## config.mk

```make
export PLATFORM = sky130hd
export DESIGN_NAME = time_uart_tx
export DESIGN_NICKNAME = d
export VERILOG_FILES = /design/src/rtl/clock_pkg.sv /design/src/rtl/uart_tx_byte.sv /design/src/rtl/time_uart_tx.sv
export SDC_FILE = /design/constraint.sdc
export NUM_CORES = 1
export LEC_CHECK = 0
export ABC_AREA = 0
export CORE_AREA = 2 2 101 84
export DETAILED_ROUTE_END_ITERATION = 8
export DIE_AREA = 0 0 103 86
export MAX_ROUTING_LAYER = met4
export SLEW_MARGIN = 0
export SYNTH_ARGS = -nofsm -noshare
export SYNTH_HDL_FRONTEND = slang
export SYNTH_HIERARCHICAL = 1
export SYNTH_SLANG_ARGS = --single-unit
```

## constraint.sdc

```tcl
create_clock -name clk_i -period 5.35 [get_ports clk_i]
set_input_delay 1.07 -clock clk_i [delete_from_list [all_inputs] [get_ports clk_i]]
set_output_delay 1.07 -clock clk_i [all_outputs]
set_load 0.01 [all_outputs]
```

## src/rtl/clock_pkg.sv

```systemverilog
// Shared constants, state encodings and the BCD helper for the watch's serial time reporter.
package clock_pkg;

    localparam logic [7:0] ASCII_ZERO  = 8'h30;
    localparam logic [7:0] ASCII_COLON = 8'h3A;
    localparam logic [7:0] ASCII_CR    = 8'h0D;
    localparam logic [7:0] ASCII_LF    = 8'h0A;
    localparam int         MSG_LEN     = 10;

    // Line-level view: the byte serializer owns START..STOP, the sequencer owns IDLE/SNAP.
    typedef enum logic [2:0] {
        IDLE,
        SNAP,
        START,
        DATA,
        PARITY,
        STOP
    } state_t;

    typedef enum logic [1:0] {
        SEQ_IDLE,
        SEQ_SNAP,
        SEQ_SEND
    } seq_t;

    function automatic logic [7:0] bin_to_bcd2(input logic [6:0] bin);
        logic [6:0] sat;
        sat = (bin > 7'd99) ? 7'd99 : bin;
        return {4'(sat / 7'd10), 4'(sat % 7'd10)};
    endfunction

endpackage

```

## src/rtl/uart_tx_byte.sv

```systemverilog
// Single-byte UART serializer (start, 8 data bits LSB first, optional even parity, stop).
// Back-to-back bytes: a byte offered during the last stop-bit cycle starts with no idle gap.
module uart_tx_byte
    import clock_pkg::*;
#(
    parameter int CLKS_PER_BIT = 868
) (
    input  logic       i_clk,
    input  logic       i_rstn,
    input  logic       i_valid,
    input  logic [7:0] i_data,
    output logic       o_ready,
    output logic       o_tx,
    output state_t     o_state
);

    localparam int             BW       = (CLKS_PER_BIT > 1) ? $clog2(CLKS_PER_BIT) : 1;
    localparam logic [BW-1:0]  LAST_CNT = BW'(CLKS_PER_BIT - 1);

    state_t        r_state;
    state_t        w_next;
    logic [BW-1:0] r_baud;
    logic [2:0]    r_bit;
    logic [7:0]    r_data;
    logic          w_bit_end;
    logic          w_fire;

    // Handshake: a byte transfers on a clock edge where i_valid and o_ready are both high;
    // i_data must be stable while i_valid is high, and o_ready never depends on i_valid.
    assign w_bit_end = (r_baud == LAST_CNT);
    assign o_ready   = (r_state == IDLE) || ((r_state == STOP) && w_bit_end);
    assign w_fire    = i_valid && o_ready;
    assign o_state   = r_state;

    always_comb begin
        w_next = r_state;
        o_tx   = 1'b1;
        case (r_state)
            IDLE: begin
                if (i_valid) w_next = START;
            end
            START: begin
                o_tx = 1'b0;
                if (w_bit_end) w_next = DATA;
            end
            DATA: begin
                o_tx = r_data[r_bit];
                if (w_bit_end && (r_bit == 3'd7)) begin
`ifdef TIME_UART_TX_PARITY_EN
                    w_next = PARITY;
`else
                    w_next = STOP;
`endif
                end
            end
`ifdef TIME_UART_TX_PARITY_EN
            PARITY: begin
                o_tx = ^r_data;
                if (w_bit_end) w_next = STOP;
            end
`endif
            STOP: begin
                if (w_bit_end) w_next = i_valid ? START : IDLE;
            end
            default: w_next = IDLE;
        endcase
    end

    always_ff @(posedge i_clk or negedge i_rstn) begin
        if (!i_rstn) begin
            r_state <= IDLE;
            r_baud  <= '0;
            r_bit   <= '0;
            r_data  <= '0;
        end else begin
            r_state <= w_next;
            if ((r_state == IDLE) || w_bit_end) r_baud <= '0;
            else                                r_baud <= r_baud + 1'b1;
            // 3-bit counter wraps back to 0 after bit 7, ready for the next byte.
            if ((r_state == DATA) && w_bit_end) r_bit <= r_bit + 1'b1;
            if (w_fire) r_data <= i_data;
        end
    end

endmodule

```

## src/rtl/time_uart_tx.sv

```systemverilog
// Sends "HH:MM:SS\r\n" on each accepted one-second tick; TIME_UART_TX_PARITY_EN selects 8E1
// instead of 8N1. Ticks arriving while a line is in flight are dropped and flagged on drop_o.
module time_uart_tx
    import clock_pkg::*;
#(
    parameter int CLK_FREQ = 100_000_000,
    parameter int BAUD     = 115_200
) (
    input  logic       clk_i,
    input  logic       rstn_i,
    input  logic       seconds_pulse_i,
    input  logic       enable_i,
    input  logic [6:0] seconds_i,
    input  logic [5:0] minutes_i,
    input  logic [4:0] hours_i,
    output logic       tx_o,
    output logic       busy_o,
    output logic       drop_o,
    output state_t     dbg_state_o
);

    localparam int CLKS_PER_BIT = CLK_FREQ / BAUD;

    seq_t       r_seq;
    seq_t       w_seq_next;
    logic [3:0] r_idx;
    logic [4:0] r_hours;
    logic [5:0] r_minutes;
    logic [6:0] r_seconds;
    logic [4:0] w_hours;
    logic [5:0] w_minutes;
    logic [6:0] w_seconds;
    logic [7:0] w_h_bcd;
    logic [7:0] w_m_bcd;
    logic [7:0] w_s_bcd;
    logic [7:0] w_byte;
    logic       w_tick;
    logic       w_valid;
    logic       w_ready;
    state_t     w_byte_state;

    assign w_tick = seconds_pulse_i && enable_i;
    assign busy_o = (r_seq != SEQ_IDLE);
    assign drop_o = w_tick && busy_o;

    // Byte 0 leaves during SNAP, before the snapshot registers load, so SNAP reads the live inputs.
    assign w_hours   = (r_seq == SEQ_SNAP) ? hours_i   : r_hours;
    assign w_minutes = (r_seq == SEQ_SNAP) ? minutes_i : r_minutes;
    assign w_seconds = (r_seq == SEQ_SNAP) ? seconds_i : r_seconds;

    assign w_h_bcd = bin_to_bcd2({2'b00, w_hours});
    assign w_m_bcd = bin_to_bcd2({1'b0, w_minutes});
    assign w_s_bcd = bin_to_bcd2(w_seconds);

    always_comb begin
        w_byte = ASCII_LF;
        case (r_idx)
            4'd0:    w_byte = ASCII_ZERO + {4'h0, w_h_bcd[7:4]};
            4'd1:    w_byte = ASCII_ZERO + {4'h0, w_h_bcd[3:0]};
            4'd2:    w_byte = ASCII_COLON;
            4'd3:    w_byte = ASCII_ZERO + {4'h0, w_m_bcd[7:4]};
            4'd4:    w_byte = ASCII_ZERO + {4'h0, w_m_bcd[3:0]};
            4'd5:    w_byte = ASCII_COLON;
            4'd6:    w_byte = ASCII_ZERO + {4'h0, w_s_bcd[7:4]};
            4'd7:    w_byte = ASCII_ZERO + {4'h0, w_s_bcd[3:0]};
            4'd8:    w_byte = ASCII_CR;
            default: w_byte = ASCII_LF;
        endcase
    end

    always_comb begin
        w_seq_next = r_seq;
        w_valid    = 1'b0;
        case (r_seq)
            SEQ_IDLE: begin
                if (w_tick) w_seq_next = SEQ_SNAP;
            end
            SEQ_SNAP: begin
                w_valid = 1'b1;
                if (w_ready) w_seq_next = SEQ_SEND;
            end
            SEQ_SEND: begin
                w_valid = (r_idx < 4'(MSG_LEN));
                // With all bytes handed off, ready in STOP marks the end of the final stop bit.
                if (!w_valid && w_ready) w_seq_next = SEQ_IDLE;
            end
            default: w_seq_next = SEQ_IDLE;
        endcase
    end

    always_ff @(posedge clk_i or negedge rstn_i) begin
        if (!rstn_i) begin
            r_seq     <= SEQ_IDLE;
            r_idx     <= '0;
            r_hours   <= '0;
            r_minutes <= '0;
            r_seconds <= '0;
        end else begin
            r_seq <= w_seq_next;
            if (r_seq == SEQ_IDLE)       r_idx <= '0;
            else if (w_valid && w_ready) r_idx <= r_idx + 1'b1;
            if (r_seq == SEQ_SNAP) begin
                r_hours   <= hours_i;
                r_minutes <= minutes_i;
                r_seconds <= seconds_i;
            end
        end
    end

    always_comb begin
        case (r_seq)
            SEQ_IDLE: dbg_state_o = IDLE;
            SEQ_SNAP: dbg_state_o = SNAP;
            default:  dbg_state_o = w_byte_state;
        endcase
    end

    uart_tx_byte #(
        .CLKS_PER_BIT(CLKS_PER_BIT)
    ) u_byte (
        .i_clk  (clk_i),
        .i_rstn (rstn_i),
        .i_valid(w_valid),
        .i_data (w_byte),
        .o_ready(w_ready),
        .o_tx   (tx_o),
        .o_state(w_byte_state)
    );

endmodule

```

# Yosys cells after proc, flatten, opt, wreduce, memory -nomap -nowiden
# Cells that the tools add are included.
# Widths: inputs -> output; s select.
[totals]
inputBits = 22
register_bits = 48
[op_classes]
n_mux = 24
n_lt_le_gt_ge = 4
add_sub_neg = 9
n_eq_ne = 22
n_reduce_logical = 18
div_mod_pow = 6
[op_table]
columns = ["operator", "count"]
rows = [
  ["$pmux 7 s8", 1],
  ["$add 6x4->7 const A", 6],
  ["$mux 7", 3],
  ["$eq 4x3->1 const B", 4],
  ["$div 7x4->7 const B", 2],
  ["$mod 7x4->7 const B", 2],
  ["$mux 3", 4],
  ["$pmux 3 s4", 1],
  ["$add 10x1->10 const B", 1],
  ["$eq 10x10->1 const B", 1],
  ["$mux 10", 1],
  ["$ne 2x1->1 const B", 5],
  ["$eq 4x2->1 const B", 2],
  ["$mux 2", 4],
  ["$mux 4", 2],
  ["$div 5x4->7 const B", 1],
  ["$gt 6x7->1 const B", 1],
  ["$gt 7x7->1 const B", 1],
  ["$logic_and 1x1->1", 7],
  ["$mod 5x4->7 const B", 1],
  ["$eq 3x2->1 const B", 2],
  ["$eq 3x3->1 const B", 2],
  ["$mux 6", 1],
  ["$pmux 2 s3", 1],
  ["other kinds (23)", 27],
]

# Logic depth before layout (Yosys ltp)
[depth]
word_depth = 7
depth_mapped = 22

# Cells and area by module
# Netlist, hierarchy kept.
[modules_own_cells]
columns = ["module", "cells_per_inst", "seq_area_each_um2", "area_per_inst_um2", "n_inst"]
rows = [
  ["time_uart_tx", 257, 600.6, 2219.6, 1],
  ["uart_tx_byte", 102, 600.6, 1207.4, 1],
]

# Worst setup path before layout
# Ideal clock, no wire load.
[synth_timing]
path_type = "in2reg"
startpoint = "input seconds_i[3]"
endpoint = "register u_byte.r_data[1]"
t_required_ps = 5225
setup_time_ps = 125
arrival_time_ps = 4690
slack_ps = 535
cell_stages = 17
path_cell_list = "mux2_2 > and4_4 > or4_4 > o22ai_1 > a31o_2 > ha_1 > inv_1 > a22oi_1 > o21ai_1 > a221o_2 > xnor2_1 > ha_1 > inv_1 > a221oi_4 > nor3b_1 > a311o_1 > mux2_2"
[synth_between]
elab_chain_cells = 6
[synth_lines]
columns = ["item", "line_no", "source"]
rows = [
  ["start: declaration", "time_uart_tx.sv:13", "input logic [6:0] seconds_i,"],
  ["$mux 7 (*)", "--", ""],
  ["$gt 7x7->1", "clock_pkg.sv:28", "sat = (bin > 7'd99) ? 7'd99 : bin;"],
  ["$mux 7 (*)", "clock_pkg.sv:28", ""],
  ["$mod 7x4->7 or $div 7x4->7 (tied branches)", "clock_pkg.sv:29", "return {4'(sat / 7'd10), 4'(sat % 7'd10)};"],
  ["$add 6x4->7 (on tied branches)", "time_uart_tx.sv:65, time_uart_tx.sv:64", ""],
  ["$pmux 7 s8 (*)", "time_uart_tx.sv:57", "case (r_idx)"],
  ["named net w_byte[1]", "time_uart_tx.sv:36", "logic [7:0] w_byte;"],
  ["end signal: assignment", "uart_tx_byte.sv:81", "if (w_fire) r_data <= i_data;"],
  ["end: declaration", "uart_tx_byte.sv:24", "logic [7:0] r_data;"],
]
# The timed path passes the listed nets; every way through them passes the cells marked *.
# A chain may end at the register's enable or synchronous reset.

# Worst setup path after layout
[layout_timing]
startpoint = "input seconds_i[3]"
endpoint = "register u_byte.r_data[1]"
[layout_between]
elab_chain_cells = 6
[layout_lines]
columns = ["item", "line_no", "source"]
rows = [
  ["$mux 7 (*)", "--", ""],
  ["named net w_seconds[3]", "time_uart_tx.sv:32", "logic [6:0] w_seconds;"],
  ["$gt 7x7->1", "clock_pkg.sv:28", ""],
  ["$mux 7 (*)", "clock_pkg.sv:28", ""],
  ["$mod 7x4->7 or $div 7x4->7 (tied branches)", "clock_pkg.sv:29", ""],
  ["$add 6x4->7 (on tied branches)", "time_uart_tx.sv:65, time_uart_tx.sv:64", ""],
  ["$pmux 7 s8 (*)", "time_uart_tx.sv:57", ""],
  ["named net w_byte[1]", "time_uart_tx.sv:36", ""],
]
# Marks and branches as above.

==> impl_metrics.csv <==
group,metric,value,unit
worst_setup_path,end_kind,"register",
layout,syn_to_final_growth,13.95,%
worst_setup_path,cp-start-kind,"input port",
worst_setup_path,crit_arrival,5280,ps
layout,drive_above_1_share,15.42,%
routing,postRouteAntennaNets,0,
layout,fillCellCount,759,
routing,vias,2758,
floorplan,die_x,103,um
routing,remaining_drc_errors,0,
logic_synthesis,synth-edff-count,0,
status,status,"complete, no violations",
floorplan,start_util,44.13,%
layout,nNetsFinal,426,
logic_synthesis,synth_warnings,6,
grt,gr-total-overflow,0,
clock_tree,clk_latency,290,ps
logic_synthesis,synth_adder_area_share,5.769,%
clock_tree,ctsHtreeMaxLevel,2,
timing,setup_viol,0,
worst_setup_path,reg2reg_from,"r_seq[1]",
logic_synthesis,syn-mean-instance-area,9.546,um2
power,p_seq_share,29.9,%
timing,fin_skew,5.800,ps
timing,finalHoldViolCount,0,
logic_synthesis,synth_compound_area_share,18.11,%
worst_hold_path,worstHoldStart,"u_byte/r_baud[0]",
power,p_clk_share,10.9,%
clock_tree,cts_setup_buffers,0,
power,pwr-share-comb,59.2,%
logic_synthesis,syn_area,0.003427,mm2
timing,holdWs,491.1,ps
placed_design,globalplace.congestion,0.8726,
power,leakagePower,1.621,nW
placed_design,dpl.hpwl,5755,um
placed_design,dp_slack,-4.601,ps
grt,grt_max_degree,49,
clock_tree,cts_tree,"done",
grt,track_usage,18.74,%
clock_tree,clk_path_buf_depth,2,
grt,grt_pass1_vias,2722,
clock_tree,cts_root_buf,"clkbuf_8",
routing,drt_iter0_drc,130,
placed_design,portBuffers,27,
routing,wl_per_cell,15.57,um
timing,worstMarginPinSlew,1070,ps
layout,multi_input_area,0.002083,mm2
routing,first_pass_iters,4,
logic_synthesis,synth-seq-cells,48,
timing,setup_tns,0,ps
floorplan,core,0.007765,mm2
clock_tree,cts_hold_buf,0,
worst_hold_path,hold_path_class,"reg2reg",
timing,timing.final.crit_share,95.18,%
routing,wl,7740,um
worst_setup_path,path_class,"in2reg",
floorplan,rows,29,
grt,antenna_found_initial,0,
worst_setup_path,worst_ep_required_time,5530,ps
logic_synthesis,yosysUniqueCellTypes,70,
timing,fmax,0.1964,GHz
logic_synthesis,async_flop_share,100.0,%
layout,n_antenna_cell,0,
worst_setup_path,startpoint,"seconds_i[3]",
grt,grt_pass1_wl,12920,um
job,maxCapViolCount,0,
power,ir_drop,0.2112,mV
power,power.internal,1.101,mW
worst_setup_path,crit_fanout,4,
timing,rsz0062_at_grt,"no",
power,power-per-cell-area,488.8,mW/mm2
logic_synthesis,synth-simple-area-share,20.59,%
logic_synthesis,synthCells,359,
logic_synthesis,synth_xor_area_share,3.578,%
logic_synthesis,ys.flop_type,"dfrtp_1",
routing,vias_per_cell,5.549,
layout,final_core_util,50.29,%
floorplan,io_pins,28,
timing,maxSlewHeadroom,28.67,%
power,p_sw,0.8078,mW
timing,layout_setup_ws,258.0,ps
timing,min_period,5092,ps
power,p_sw_share,42.32,%
clock_tree,clock_sinks,48,
logic_synthesis,synth_top_family_by_area,"simple AND/OR/NAND/NOR gates",
clock_tree,clk_pin_slew,90,ps
layout,regArea,0.001201,mm2
floorplan,dieArea,0.008858,mm2
logic_synthesis,synth.mux.area_fraction,12.45,%
clock_tree,numCtsBuffers,5,
floorplan,fp.dieH,86,um
logic_synthesis,yosysSeqAreaShare,35.05,%
power,power.total,1.909,mW
timing,drv_slew,0,
-- power by group through the flow --
stage               logic, mW  clock network [mW]  registers, mW
floorplan               0.846                   0          0.561
global placement         1.10                   0          0.577
detailed placement       1.12                   0          0.581
CTS                      1.13               0.218          0.573
global route             1.26               0.230          0.593
finish                   1.13               0.207          0.572
-- synth_stat cells, types with 3 or more instances --
cell type	number	share of area, %
a21boi_0	3	0.66
a21oi_1	14	2.0
a22o_1	4	1.0
a22oi_1	3	0.66
and2_1	6	1.1
and3b_1	4	1.0
clkbuf_1	7	0.77
dfrtp_1	48	35
ha_1	15	5.5
inv_1	21	2.3
mux2_2	19	6.2
mux2_4	4	1.8
mux2i_1	13	3.8
nand2_1	24	2.6
nand3_1	8	1.2
nand3b_1	5	1.1
nand4_1	4	0.73
nor2_1	38	4.2
nor2b_1	6	1.1
nor3_1	5	0.73
nor3b_1	4	0.88
o2111ai_1	4	1.0
o21ai_0	17	2.5
o221ai_1	5	1.3
o31ai_1	5	1.1
or2_2	3	0.55
xnor2_1	9	2.3
xor2_1	5	1.3
-- cell families after synthesis --
logic type | Yosys count
adders and majority gates | 16
xor gates and xnor gates | 14
buffers and inverters | 34
and+or+nand+nor | 127
other | 1
AOI/OAI and AO/OA | 82
DFF | 48
muxes | 37
-- worst max-delay path, cell delays in order --
cell	delay (ps)
clkdlybuf4s50_1	430
mux2_2	300
and4_4	210
or4_4	560
o22ai_1	180
a31o_2	160
ha_1	170
inv_1	50
a22oi_1	150
o21ai_1	90
a221o_2	420
xnor2_1	200
ha_1	230
inv_1	90
a221oi_4	320
nor3b_1	90
a311o_1	310
mux2_2	250
-- registers in the layout, indices dropped and copies added (netlist names) --
| signal | cells |
|---|---|
| u_byte/r_data | 8 |
| u_byte/r_bit | 3 |
| u_byte/r_baud | 10 |
| r_minutes | 6 |
| r_seq | 2 |
| r_seconds | 7 |
| r_hours | 5 |
| r_idx | 4 |
| u_byte/o_state | 3 |
-- metal layers --
| layer | wire [um] | share of wire (%) | up-vias | GRT usage [%] |
|---|---|---|---|---|
| li1 | - | - | 1369 | - |
| met1 | 3839 | 50 | 1327 | 25.23 |
| met2 | 3523 | 46 | 53 | 29.75 |
| met3 | 278 | 3.6 | 9 | 3.178 |
| met4 | 98 | 1.3 | 0 | 4.067 |
| met5 | 0 | 0 | - | - |
-- what timing repair did --
item / in CTS / in global routing
endpoints found under the setup margin: 0 / 1
endpoints found under the hold margin: 0 / 0
resized for setup: 0 / 1
-- cells in the final DEF (no fill, tap or decap), types with 9 or more instances in the layout --
cell,instances
a21oi_1,14
ha_1,14
clkdlybuf4s50_1,26
nand2_1,24
xnor2_1,9
o21ai_0,17
dfrtp_1,48
mux2i_1,13
nor2_1,38
mux2_2,19
inv_1,21
-- through the flow --
| step | std cells | area, um2 |
|---|---|---|
| global placement | 490 | 3821 |
| floorplan | 360 | 3431 |
| detailed placement | 490 | 3821 |
| CTS | 497 | 3902 |
| finish | 497 | 3905 |
| global route | 497 | 3905 |
-- worst paths after layout --
check / endpoint / slack, ps / cells after the start
max: u_byte/r_data[1] / 260 / 18
min in group asynchronous: r_minutes[1] / 970 / 1
min reg2reg: u_byte/r_baud[0] / 490 / 1
min: u_byte/r_baud[0] / 490 / 1
max reg2reg: u_byte/r_data[1] / 500 / 20
max in group asynchronous: u_byte/r_data[1] / 3730 / 1
-- layout make-up --
type / instances / area share (%)
timing repair buffer: 35 / 8.331
sequential: 48 / 30.76
tap: 108 / 3.460
inverter: 21 / 2.019
clock buffer: 5 / 1.762
clock inverter: 2 / 0.3204
multi-input combinational: 278 / 53.35
(Power assumes the default switching activity.)
